`src/rtl/ccc_dyncfg_sequencer_if.sv`:
```
// ============================================================================
// Module      : ccc_dyncfg_sequencer_if
// Description : Bundles the signals between the CCC dynamic-configuration
//               sequencer and its environment.
//               Requester side: CFG_REQ, CFG_DATA, CFG_ACK, BUSY, DONE,
//               ERR_TIMEOUT.
//               CCC side: PLL_LOCK, LOCKED, SCLK, SDIN, SSHIFT, SUPDATE, and
//               SDOUT/CFG_RDATA when CCC_CFG_READBACK_EN is defined.
//               slave  : sequencer side (drives status and serial outputs)
//               master : environment side (requester plus CCC model)
// Revision    : 1.0 - initial release
// ============================================================================
`timescale 1ns/1ps
`default_nettype none

interface ccc_dyncfg_sequencer_if #(
    parameter int CFG_W = 81
);
    logic             CFG_REQ;
    logic [CFG_W-1:0] CFG_DATA;
    logic             CFG_ACK;
    logic             BUSY;
    logic             DONE;
    logic             ERR_TIMEOUT;
    logic             PLL_LOCK;
    logic             LOCKED;
    logic             SCLK;
    logic             SDIN;
    logic             SSHIFT;
    logic             SUPDATE;
`ifdef CCC_CFG_READBACK_EN
    logic             SDOUT;
    logic [CFG_W-1:0] CFG_RDATA;

    modport slave (
        input  CFG_REQ, CFG_DATA, PLL_LOCK, SDOUT,
        output CFG_ACK, BUSY, DONE, ERR_TIMEOUT, LOCKED,
        output SCLK, SDIN, SSHIFT, SUPDATE, CFG_RDATA
    );
    modport master (
        output CFG_REQ, CFG_DATA, PLL_LOCK, SDOUT,
        input  CFG_ACK, BUSY, DONE, ERR_TIMEOUT, LOCKED,
        input  SCLK, SDIN, SSHIFT, SUPDATE, CFG_RDATA
    );
`else
    modport slave (
        input  CFG_REQ, CFG_DATA, PLL_LOCK,
        output CFG_ACK, BUSY, DONE, ERR_TIMEOUT, LOCKED,
        output SCLK, SDIN, SSHIFT, SUPDATE
    );
    modport master (
        output CFG_REQ, CFG_DATA, PLL_LOCK,
        input  CFG_ACK, BUSY, DONE, ERR_TIMEOUT, LOCKED,
        input  SCLK, SDIN, SSHIFT, SUPDATE
    );
`endif
endinterface

`default_nettype wire

```
`src/rtl/ccc_dyncfg_sequencer.sv`:
```
// ============================================================================
// Module      : ccc_dyncfg_sequencer
// Description : Reconfigures the MSS CCC/PLL through its dynamic serial port.
//               Captures a parallel config word, shifts it out LSB-first on
//               SCLK/SDIN with SSHIFT high, strobes SUPDATE, then waits for a
//               filtered PLL lock or a timeout.
// Ports       : FAB_CLK   - sole clock
//               FAB_RESET - synchronous active-high reset
//               bus       - ccc_dyncfg_sequencer_if.slave (request handshake,
//                           status, CCC serial port, PLL lock)
// Options     : CCC_CFG_READBACK_EN - samples SDOUT on each SCLK rise during
//               the shift and presents the old CCC word on CFG_RDATA.
// Revision    : 1.0 - initial release
// ============================================================================
`timescale 1ns/1ps
`default_nettype none

module ccc_dyncfg_sequencer #(
    parameter int CFG_W        = 81,
    parameter int SCLK_DIV     = 4,
    parameter int LOCK_STABLE  = 1024,
    parameter int LOCK_TIMEOUT = 65535
) (
    input  wire logic             FAB_CLK,
    input  wire logic             FAB_RESET,
    ccc_dyncfg_sequencer_if.slave bus
);

    localparam int c_div_w = (SCLK_DIV > 1) ? $clog2(SCLK_DIV) : 1;
    localparam int c_bit_w = (CFG_W > 1) ? $clog2(CFG_W) : 1;
    localparam int c_stb_w = $clog2(LOCK_STABLE + 1);
    localparam int c_tmo_w = $clog2(LOCK_TIMEOUT + 1);

    localparam logic [c_div_w-1:0] c_div_last = c_div_w'(SCLK_DIV - 1);
    localparam logic [c_bit_w-1:0] c_bit_last = c_bit_w'(CFG_W - 1);
    localparam logic [c_stb_w-1:0] c_stb_max  = c_stb_w'(LOCK_STABLE);
    localparam logic [c_tmo_w-1:0] c_tmo_max  = c_tmo_w'(LOCK_TIMEOUT);

    localparam logic [1:0] c_st_idle   = 2'd0;
    localparam logic [1:0] c_st_shift  = 2'd1;
    localparam logic [1:0] c_st_update = 2'd2;
    localparam logic [1:0] c_st_wait   = 2'd3;

    logic [1:0]         state_q,  state_d;
    logic [CFG_W-1:0]   shadow_q, shadow_d;   // bits not yet placed on SDIN
    logic [c_div_w-1:0] div_q,    div_d;
    logic [c_bit_w-1:0] bit_q,    bit_d;
    logic [c_stb_w-1:0] stb_q,    stb_d;
    logic [c_tmo_w-1:0] tmo_q,    tmo_d;
    logic               sync1_q,  sync1_d;
    logic               sync2_q,  sync2_d;
    logic               ack_q,    ack_d;
    logic               busy_q,   busy_d;
    logic               done_q,   done_d;
    logic               err_q,    err_d;
    logic               locked_q, locked_d;
    logic               sclk_q,   sclk_d;
    logic               sdin_q,   sdin_d;
    logic               sshift_q, sshift_d;
    logic               supd_q,   supd_d;
`ifdef CCC_CFG_READBACK_EN
    logic [CFG_W-1:0]   rdata_q,  rdata_d;
`endif

    always_comb begin
        state_d  = state_q;
        shadow_d = shadow_q;
        div_d    = div_q;
        bit_d    = bit_q;
        stb_d    = stb_q;
        tmo_d    = tmo_q;
        ack_d    = 1'b0;
        done_d   = 1'b0;
        busy_d   = busy_q;
        err_d    = err_q;
        locked_d = locked_q;
        sclk_d   = sclk_q;
        sdin_d   = sdin_q;
        sshift_d = sshift_q;
        supd_d   = supd_q;
        sync1_d  = bus.PLL_LOCK;
        sync2_d  = sync1_q;
`ifdef CCC_CFG_READBACK_EN
        rdata_d  = rdata_q;
`endif

        // Lock filter: saturating run-length of synced-high cycles. Any low
        // cycle restarts the run and drops LOCKED on the next edge.
        if (!sync2_q) begin
            stb_d = '0;
        end else if (stb_q != c_stb_max) begin
            stb_d = stb_q + 1'b1;
        end
        if (!sync2_q) begin
            locked_d = 1'b0;
        end else if (stb_d == c_stb_max) begin
            locked_d = 1'b1;
        end

        // BUSY stays up through the DONE cycle and falls one cycle later,
        // unless a still-pending request is captured in that same cycle.
        if (done_q) begin
            busy_d = 1'b0;
        end

        case (state_q)
            c_st_idle: begin
                if (bus.CFG_REQ) begin
                    // SDIN is loaded with bit 0 right away; the shadow holds
                    // the remaining bits so the next one is always at [0].
                    shadow_d = bus.CFG_DATA >> 1;
                    sdin_d   = bus.CFG_DATA[0];
                    ack_d    = 1'b1;
                    busy_d   = 1'b1;
                    err_d    = 1'b0;
                    sshift_d = 1'b1;
                    sclk_d   = 1'b0;
                    div_d    = '0;
                    bit_d    = '0;
                    state_d  = c_st_shift;
                end
            end

            c_st_shift: begin
                if (div_q == c_div_last) begin
                    div_d = '0;
                    if (!sclk_q) begin
                        sclk_d = 1'b1;
`ifdef CCC_CFG_READBACK_EN
                        rdata_d = {bus.SDOUT, rdata_q[CFG_W-1:1]};
`endif
                    end else begin
                        sclk_d = 1'b0;
                        if (bit_q == c_bit_last) begin
                            sshift_d = 1'b0;
                            sdin_d   = 1'b0;
                            supd_d   = 1'b1;
                            locked_d = 1'b0;
                            stb_d    = '0;
                            state_d  = c_st_update;
                        end else begin
                            bit_d    = bit_q + 1'b1;
                            sdin_d   = shadow_q[0];
                            shadow_d = shadow_q >> 1;
                        end
                    end
                end else begin
                    div_d = div_q + 1'b1;
                end
            end

            c_st_update: begin
                // Lock observed before the update belongs to the old
                // configuration, so the synchroniser is flushed and the new
                // lock has to propagate through both stages again.
                sync1_d  = 1'b0;
                sync2_d  = 1'b0;
                stb_d    = '0;
                locked_d = 1'b0;
                if (div_q == c_div_last) begin
                    div_d   = '0;
                    supd_d  = 1'b0;
                    tmo_d   = '0;
                    state_d = c_st_wait;
                end else begin
                    div_d = div_q + 1'b1;
                end
            end

            c_st_wait: begin
                if (tmo_q != c_tmo_max) begin
                    tmo_d = tmo_q + 1'b1;
                end
                // Success is checked first so it wins a same-cycle tie.
                if (stb_d == c_stb_max) begin
                    done_d   = 1'b1;
                    locked_d = 1'b1;
                    state_d  = c_st_idle;
                end else if (tmo_d == c_tmo_max) begin
                    done_d   = 1'b1;
                    err_d    = 1'b1;
                    locked_d = 1'b0;
                    state_d  = c_st_idle;
                end
            end

            default: state_d = c_st_idle;
        endcase
    end

    always_ff @(posedge FAB_CLK) begin
        if (FAB_RESET) begin
            state_q  <= c_st_idle;
            shadow_q <= '0;
            div_q    <= '0;
            bit_q    <= '0;
            stb_q    <= '0;
            tmo_q    <= '0;
            sync1_q  <= 1'b0;
            sync2_q  <= 1'b0;
            ack_q    <= 1'b0;
            busy_q   <= 1'b0;
            done_q   <= 1'b0;
            err_q    <= 1'b0;
            locked_q <= 1'b0;
            sclk_q   <= 1'b0;
            sdin_q   <= 1'b0;
            sshift_q <= 1'b0;
            supd_q   <= 1'b0;
`ifdef CCC_CFG_READBACK_EN
            rdata_q  <= '0;
`endif
        end else begin
            state_q  <= state_d;
            shadow_q <= shadow_d;
            div_q    <= div_d;
            bit_q    <= bit_d;
            stb_q    <= stb_d;
            tmo_q    <= tmo_d;
            sync1_q  <= sync1_d;
            sync2_q  <= sync2_d;
            ack_q    <= ack_d;
            busy_q   <= busy_d;
            done_q   <= done_d;
            err_q    <= err_d;
            locked_q <= locked_d;
            sclk_q   <= sclk_d;
            sdin_q   <= sdin_d;
            sshift_q <= sshift_d;
            supd_q   <= supd_d;
`ifdef CCC_CFG_READBACK_EN
            rdata_q  <= rdata_d;
`endif
        end
    end

    assign bus.CFG_ACK     = ack_q;
    assign bus.BUSY        = busy_q;
    assign bus.DONE        = done_q;
    assign bus.ERR_TIMEOUT = err_q;
    assign bus.LOCKED      = locked_q;
    assign bus.SCLK        = sclk_q;
    assign bus.SDIN        = sdin_q;
    assign bus.SSHIFT      = sshift_q;
    assign bus.SUPDATE     = supd_q;
`ifdef CCC_CFG_READBACK_EN
    assign bus.CFG_RDATA   = rdata_q;
`endif

endmodule

`default_nettype wire

```
`src/flat_wrapper.sv`:
```
// flat-port wrapper written by rule: the top's interface ports become plain ports
module ccc_dyncfg_sequencer_flat 
#(
    parameter int CFG_W        = 81,
    parameter int SCLK_DIV     = 4,
    parameter int LOCK_STABLE  = 1024,
    parameter int LOCK_TIMEOUT = 65535
)
  (FAB_CLK, FAB_RESET, bus_CFG_REQ, bus_CFG_DATA, bus_PLL_LOCK, bus_CFG_ACK, bus_BUSY, bus_DONE, bus_ERR_TIMEOUT, bus_LOCKED, bus_SCLK, bus_SDIN, bus_SSHIFT, bus_SUPDATE);
  ccc_dyncfg_sequencer_if #(.CFG_W(CFG_W)) bus_i ();
  input  wire logic FAB_CLK;
  input  wire logic FAB_RESET;
  input wire logic [$bits(bus_i.CFG_REQ)-1:0] bus_CFG_REQ;
  input wire logic [$bits(bus_i.CFG_DATA)-1:0] bus_CFG_DATA;
  input wire logic [$bits(bus_i.PLL_LOCK)-1:0] bus_PLL_LOCK;
  output wire logic [$bits(bus_i.CFG_ACK)-1:0] bus_CFG_ACK;
  output wire logic [$bits(bus_i.BUSY)-1:0] bus_BUSY;
  output wire logic [$bits(bus_i.DONE)-1:0] bus_DONE;
  output wire logic [$bits(bus_i.ERR_TIMEOUT)-1:0] bus_ERR_TIMEOUT;
  output wire logic [$bits(bus_i.LOCKED)-1:0] bus_LOCKED;
  output wire logic [$bits(bus_i.SCLK)-1:0] bus_SCLK;
  output wire logic [$bits(bus_i.SDIN)-1:0] bus_SDIN;
  output wire logic [$bits(bus_i.SSHIFT)-1:0] bus_SSHIFT;
  output wire logic [$bits(bus_i.SUPDATE)-1:0] bus_SUPDATE;
  assign bus_i.CFG_REQ = bus_CFG_REQ;
  assign bus_i.CFG_DATA = bus_CFG_DATA;
  assign bus_i.PLL_LOCK = bus_PLL_LOCK;
  assign bus_CFG_ACK = bus_i.CFG_ACK;
  assign bus_BUSY = bus_i.BUSY;
  assign bus_DONE = bus_i.DONE;
  assign bus_ERR_TIMEOUT = bus_i.ERR_TIMEOUT;
  assign bus_LOCKED = bus_i.LOCKED;
  assign bus_SCLK = bus_i.SCLK;
  assign bus_SDIN = bus_i.SDIN;
  assign bus_SSHIFT = bus_i.SSHIFT;
  assign bus_SUPDATE = bus_i.SUPDATE;
  ccc_dyncfg_sequencer #(.CFG_W(CFG_W), .SCLK_DIV(SCLK_DIV), .LOCK_STABLE(LOCK_STABLE), .LOCK_TIMEOUT(LOCK_TIMEOUT)) u_core (.FAB_CLK(FAB_CLK), .FAB_RESET(FAB_RESET), .bus(bus_i));
endmodule
```
`config.mk`:
```
export PLATFORM = sky130hd
export DESIGN_NAME = ccc_dyncfg_sequencer_flat
export DESIGN_NICKNAME = d
export VERILOG_FILES = /design/src/rtl/ccc_dyncfg_sequencer_if.sv /design/src/rtl/ccc_dyncfg_sequencer.sv /design/src/flat_wrapper.sv
export SDC_FILE = /design/constraint.sdc
export NUM_CORES = 1
export LEC_CHECK = 0
export CAP_MARGIN = 20
export CELL_PAD_IN_SITES_DETAIL_PLACEMENT = 0
export CELL_PAD_IN_SITES_GLOBAL_PLACEMENT = 1
export CORE_UTILIZATION = 34
export CTS_CLUSTER_DIAMETER = 30
export DETAILED_ROUTE_END_ITERATION = 8
export GPL_ROUTABILITY_DRIVEN = 0
export PLACE_DENSITY = 0.69
export SYNTH_ARGS = -nofsm -noshare
export SYNTH_HDL_FRONTEND = slang
export SYNTH_SLANG_ARGS = --single-unit
```
`constraint.sdc`:
```
create_clock -name FAB_CLK -period 3.1 [get_ports FAB_CLK]
set_input_delay 0.62 -clock FAB_CLK [delete_from_list [all_inputs] [get_ports FAB_CLK]]
set_output_delay 0.62 -clock FAB_CLK [all_outputs]
set_load 0.03 [all_outputs]
```
==> metrics.md <==
| Metric | Value |
|---|---|
| Post-CTS Setup Bufs | `0` |
| Hold EP | `u_core.sync2_q` |
| Mean Syn Cell Area | `between 8 and 9 µm²` |
| Fin Hold WS | `approximately 460 ps` |
| Final period utilization | `0.839` |
| Comb pwr share | `0.365` |
| Slew Viols, Final | `0` |
| CTS clk-pin slew, worst paths | `roughly 60 ps` |
| Worst reg-to-reg path cell count | `8` |
| Register-to-register setup slack | `approximately 500 ps` |
| #FFs+latches synth | `between 100 and 150` |
| Ys Warns | `0` |
| Initial core utilization | `0.353` |
| Root buf cell | `clkbuf_16` |
| Synth async-reset ratio | `0` |
| Crit path depth | `8` |
| Critical-path cell list | `ha_1 -> and4_1 -> and3_1 -> a31o_1 -> o2111ai_1 -> or3_4 -> and4_4 -> o31a_1` |
| Syn Std Cell Area | `a little over 0.006 mm²` |
| Number of synthesized flops with an enable pin | `0` |
| Worst clock skew | `about 9.1 ps` |
| Clock group share of total power | `0.310` |
| CTS resizes | `0` |
| First-pass GRT wire length | `around 23000 µm` |
| Setup WS post-layout | `around 500 ps` |
| HPWL Detailed | `9840 µm` |
| CP Launch Type | `flop` |
| Worst reg2reg endpoint | `u_core.state_q[0]` |
| Worst-margin pin slew | `931 ps` |
| Finished Layout Cells | `roughly 1000` |
| Peak supply drop | `approximately 0.48 mV` |
| Reg-to-Reg Start | `u_core.tmo_q[0]` |
| Average routed wire per standard cell | `around 14 µm` |
| GRT overflow | `0` |
| Fmax | `approximately 380 MHz` |
| Outcome | `finished, final reports clean` |
| Pre-antenna DRT Iters | `4` |
| Number of CTS-inserted buffers | `17` |
| CTS tree | `built` |
| Total GRT Usage | `0.158` |
| Total wire length | `about 14000 µm` |
| Dominant synthesized flop cell | `dfxtp_1` |
| Initial antenna violation count | `0` |
| Worst EP required | `roughly 3400 ps` |
| Hold Path Class | `flop to flop` |
| I/O Buffers | `93` |
| Antenna Violating Nets Remaining | `0` |
| DP Cell Count | `around 980` |
| Worst slack at placement | `roughly 380 ps` |
| Critical path endpoint category | `flop` |
| Final hold viol count | `0` |
| Maxcap violations | `0` |
| Worst path bufs/invs | `0` |
| TNS Setup | `0 ps` |
| Count of final setup violators | `0` |
| Switching share of power | `0.340` |
| Leading area contributor after synthesis | `dfxtp_1` |
| Synth Instances | `701` |
| Net Sw Power | `2.42 mW` |
| Leakage power | `2.80 nW` |
| Worst path top cell family by delay | `simple AND/OR/NAND/NOR gates` |
| Antenna diode count | `0` |
| Layout filler cell count | `roughly 1700` |
| Routed vias/inst | `around 5.2` |
| DRC Markers | `0` |
| Chip width | `~140 µm` |
| Vias in the first global route | `~4800` |
| Sequential share of power | `0.326` |
| Register Area | `0.00258 mm²` |
| Yosys cell types | `about 60` |
| Design Area, Final | `about 0.0080 mm²` |
| Iteration-0 DRC Markers | `200` |
| Rel. slew slack | `0.379` |
| CORE AREA | `approximately 0.018 mm²` |
| CP Class | `flop to flop` |
| Final nets | `a little under 900` |
| Die height | `~140 µm` |
| Die ar. | `about 0.019 mm²` |
| Layout area overhead | `28.7%` |
| I/O pin count | `94` |
| Register area share after synthesis | `0.417` |
| Clk_lat worst skew | `about 420 ps` |
| Yosys top cell area share | `0.417` |
| Slowest CP cell | `dfxtp_1` |
| Synthesized Nets | `approximately 800` |
| Clock Sinks | `~130` |
| Largest net degree at the start of global routing | `101` |
| Top post-synthesis cells by area | `dfxtp_1, mux2i_1, a211oi_1` |
| Crit path DAT | `2900 ps` |
| Max H-tree Level | `4` |
| Via count | `5260` |
| Area post-placement | `0.00732 mm²` |
| CTS Buffer Depth | `2` |
| Power Dens Cells | `roughly 890 mW/mm²` |
| Worst hold path depth | `1` |
| Hold Crit Start | `u_core.sync1_q` |
| RSZ-0062 raised after global routing | `no` |
| Row cnt | `48` |
| Worst path max stage delay | `around 440 ps` |
| Crit Path Max Fanout | `8` |
| Share of layout cells above drive strength 1 | `0.0675` |
| Internal power | `roughly 4.7 mW` |
| Multi-input gate area | `about 0.0034 mm²` |
| Post-CTS Hold Buffers | `0` |
| Min Tclk post-route | `2600 ps` |
==> sequential cells by signal (all words and copies together), names as in the netlist <==
name	count
u_core.bus.DONE	1
u_core.bus.SUPDATE	1
u_core.tmo_q	16
u_core.sync1_q	1
u_core.sync2_q	1
u_core.bus.ERR_TIMEOUT	1
u_core.shadow_q	80
u_core.state_q	2
u_core.bus.SDIN	1
u_core.stb_q	11
u_core.bus.SSHIFT	1
u_core.div_q	2
u_core.bus.LOCKED	1
u_core.bit_q	7
u_core.bus.CFG_ACK	1
u_core.bus.SCLK	1
u_core.bus.BUSY	1
==> power groups by stage <==
stage | sequential [mW] | combinational (mW) | clock [mW]
2_1_floorplan | 2.33 | 1.96 | 0
3_3_place_gp | 2.34 | 2.54 | 0
3_5_place_dp | 2.35 | 2.62 | 0
4_1_cts | 2.32 | 2.63 | 2.25
5_1_grt | 2.37 | 2.90 | 2.33
6_report | 2.32 | 2.60 | 2.20
==> worst max path at each step <==
| stage | from | endpoint |
|---|---|---|
| after floorplan | u_core.tmo_q[0] | u_core.state_q[0] |
| after global placement | bus_CFG_REQ | u_core.shadow_q[35] |
| after detailed placement | bus_CFG_REQ | u_core.shadow_q[20] |
| after CTS | u_core.tmo_q[0] | u_core.state_q[0] |
| after global routing | u_core.tmo_q[0] | u_core.state_q[0] |
| final | u_core.tmo_q[0] | u_core.state_q[0] |
==> final cells by class <==
type / instances / share of cell area
inverter: 13 / 0.00612
sequential: 129 / 0.324
clock buffer: 21 / 0.0590
clock inverter: 10 / 0.0228
multi-input combinational: 509 / 0.422
timing repair buffer: 103 / 0.131
tap: 225 / 0.0353
==> per-stage QoR <==
step	power, mW	util
after CTS	7.21	0.454
after floorplan	4.29	-
after detailed placement	4.97	0.417
final	7.12	0.454
after global placement	4.87	0.417
after global routing	7.59	0.454
==> logic make-up after synthesis <==
group | synth area share
multiplexers | 0.134
adder cells (fa/ha/maj) | 0.0202
XOR/XNOR | 0.0156
flip-flops | 0.417
AND/OR/NAND/NOR | 0.177
AO/OA/AOI/OAI | 0.193
buffers and inverters | 0.0426
==> routing by layer <==
layer  vias up  part of all wire  GRT usage
li1       2719                 -          -
met5         -                 0          0
met1      2429              0.50      0.210
met4         0             0.012     0.0482
met2       100              0.44      0.241
met3        12             0.049     0.0511
==> cell usage in the layout (no fill, tap or decap), types with 6 or more instances in the layout <==
master,synthesis,final
a211oi_1,81,81
a21oi_1,32,32
and3_1,7,7
buf_4,0,8
clkbuf_16,0,17
clkdlybuf4s50_1,0,92
dfxtp_1,129,129
ha_1,10,9
inv_1,13,13
mux2i_1,82,82
nand2_1,30,30
nand2b_1,7,7
nand3_1,18,18
nand4_1,8,8
nor2_1,117,116
nor3_1,8,8
nor4_1,6,6
o21ai_0,22,22
xor2_1,6,6
==> synthesized netlist by cell type (all sizes together), types with 2 or more instances <==
| master | count |
|---|---|
| dfxtp | 129 |
| nor2 | 118 |
| mux2i | 82 |
| a211oi | 81 |
| clkbuf | 42 |
| a21oi | 32 |
| nand2 | 30 |
| o21ai | 24 |
| nand3 | 18 |
| inv | 13 |
| ha | 10 |
| and3 | 8 |
| buf | 8 |
| nand4 | 8 |
| nor3 | 8 |
| nand2b | 7 |
| nor4 | 7 |
| or3 | 6 |
| xor2 | 6 |
| a31oi | 5 |
| and2 | 5 |
| nand3b | 5 |
| xnor2 | 5 |
| a311oi | 4 |
| and4 | 4 |
| a22oi | 3 |
| a32oi | 3 |
| o2111ai | 3 |
| a31o | 2 |
| a41oi | 2 |
| nor3b | 2 |
| o21a | 2 |
| o31ai | 2 |
Note: power is estimated with default switching activity, not from simulation.
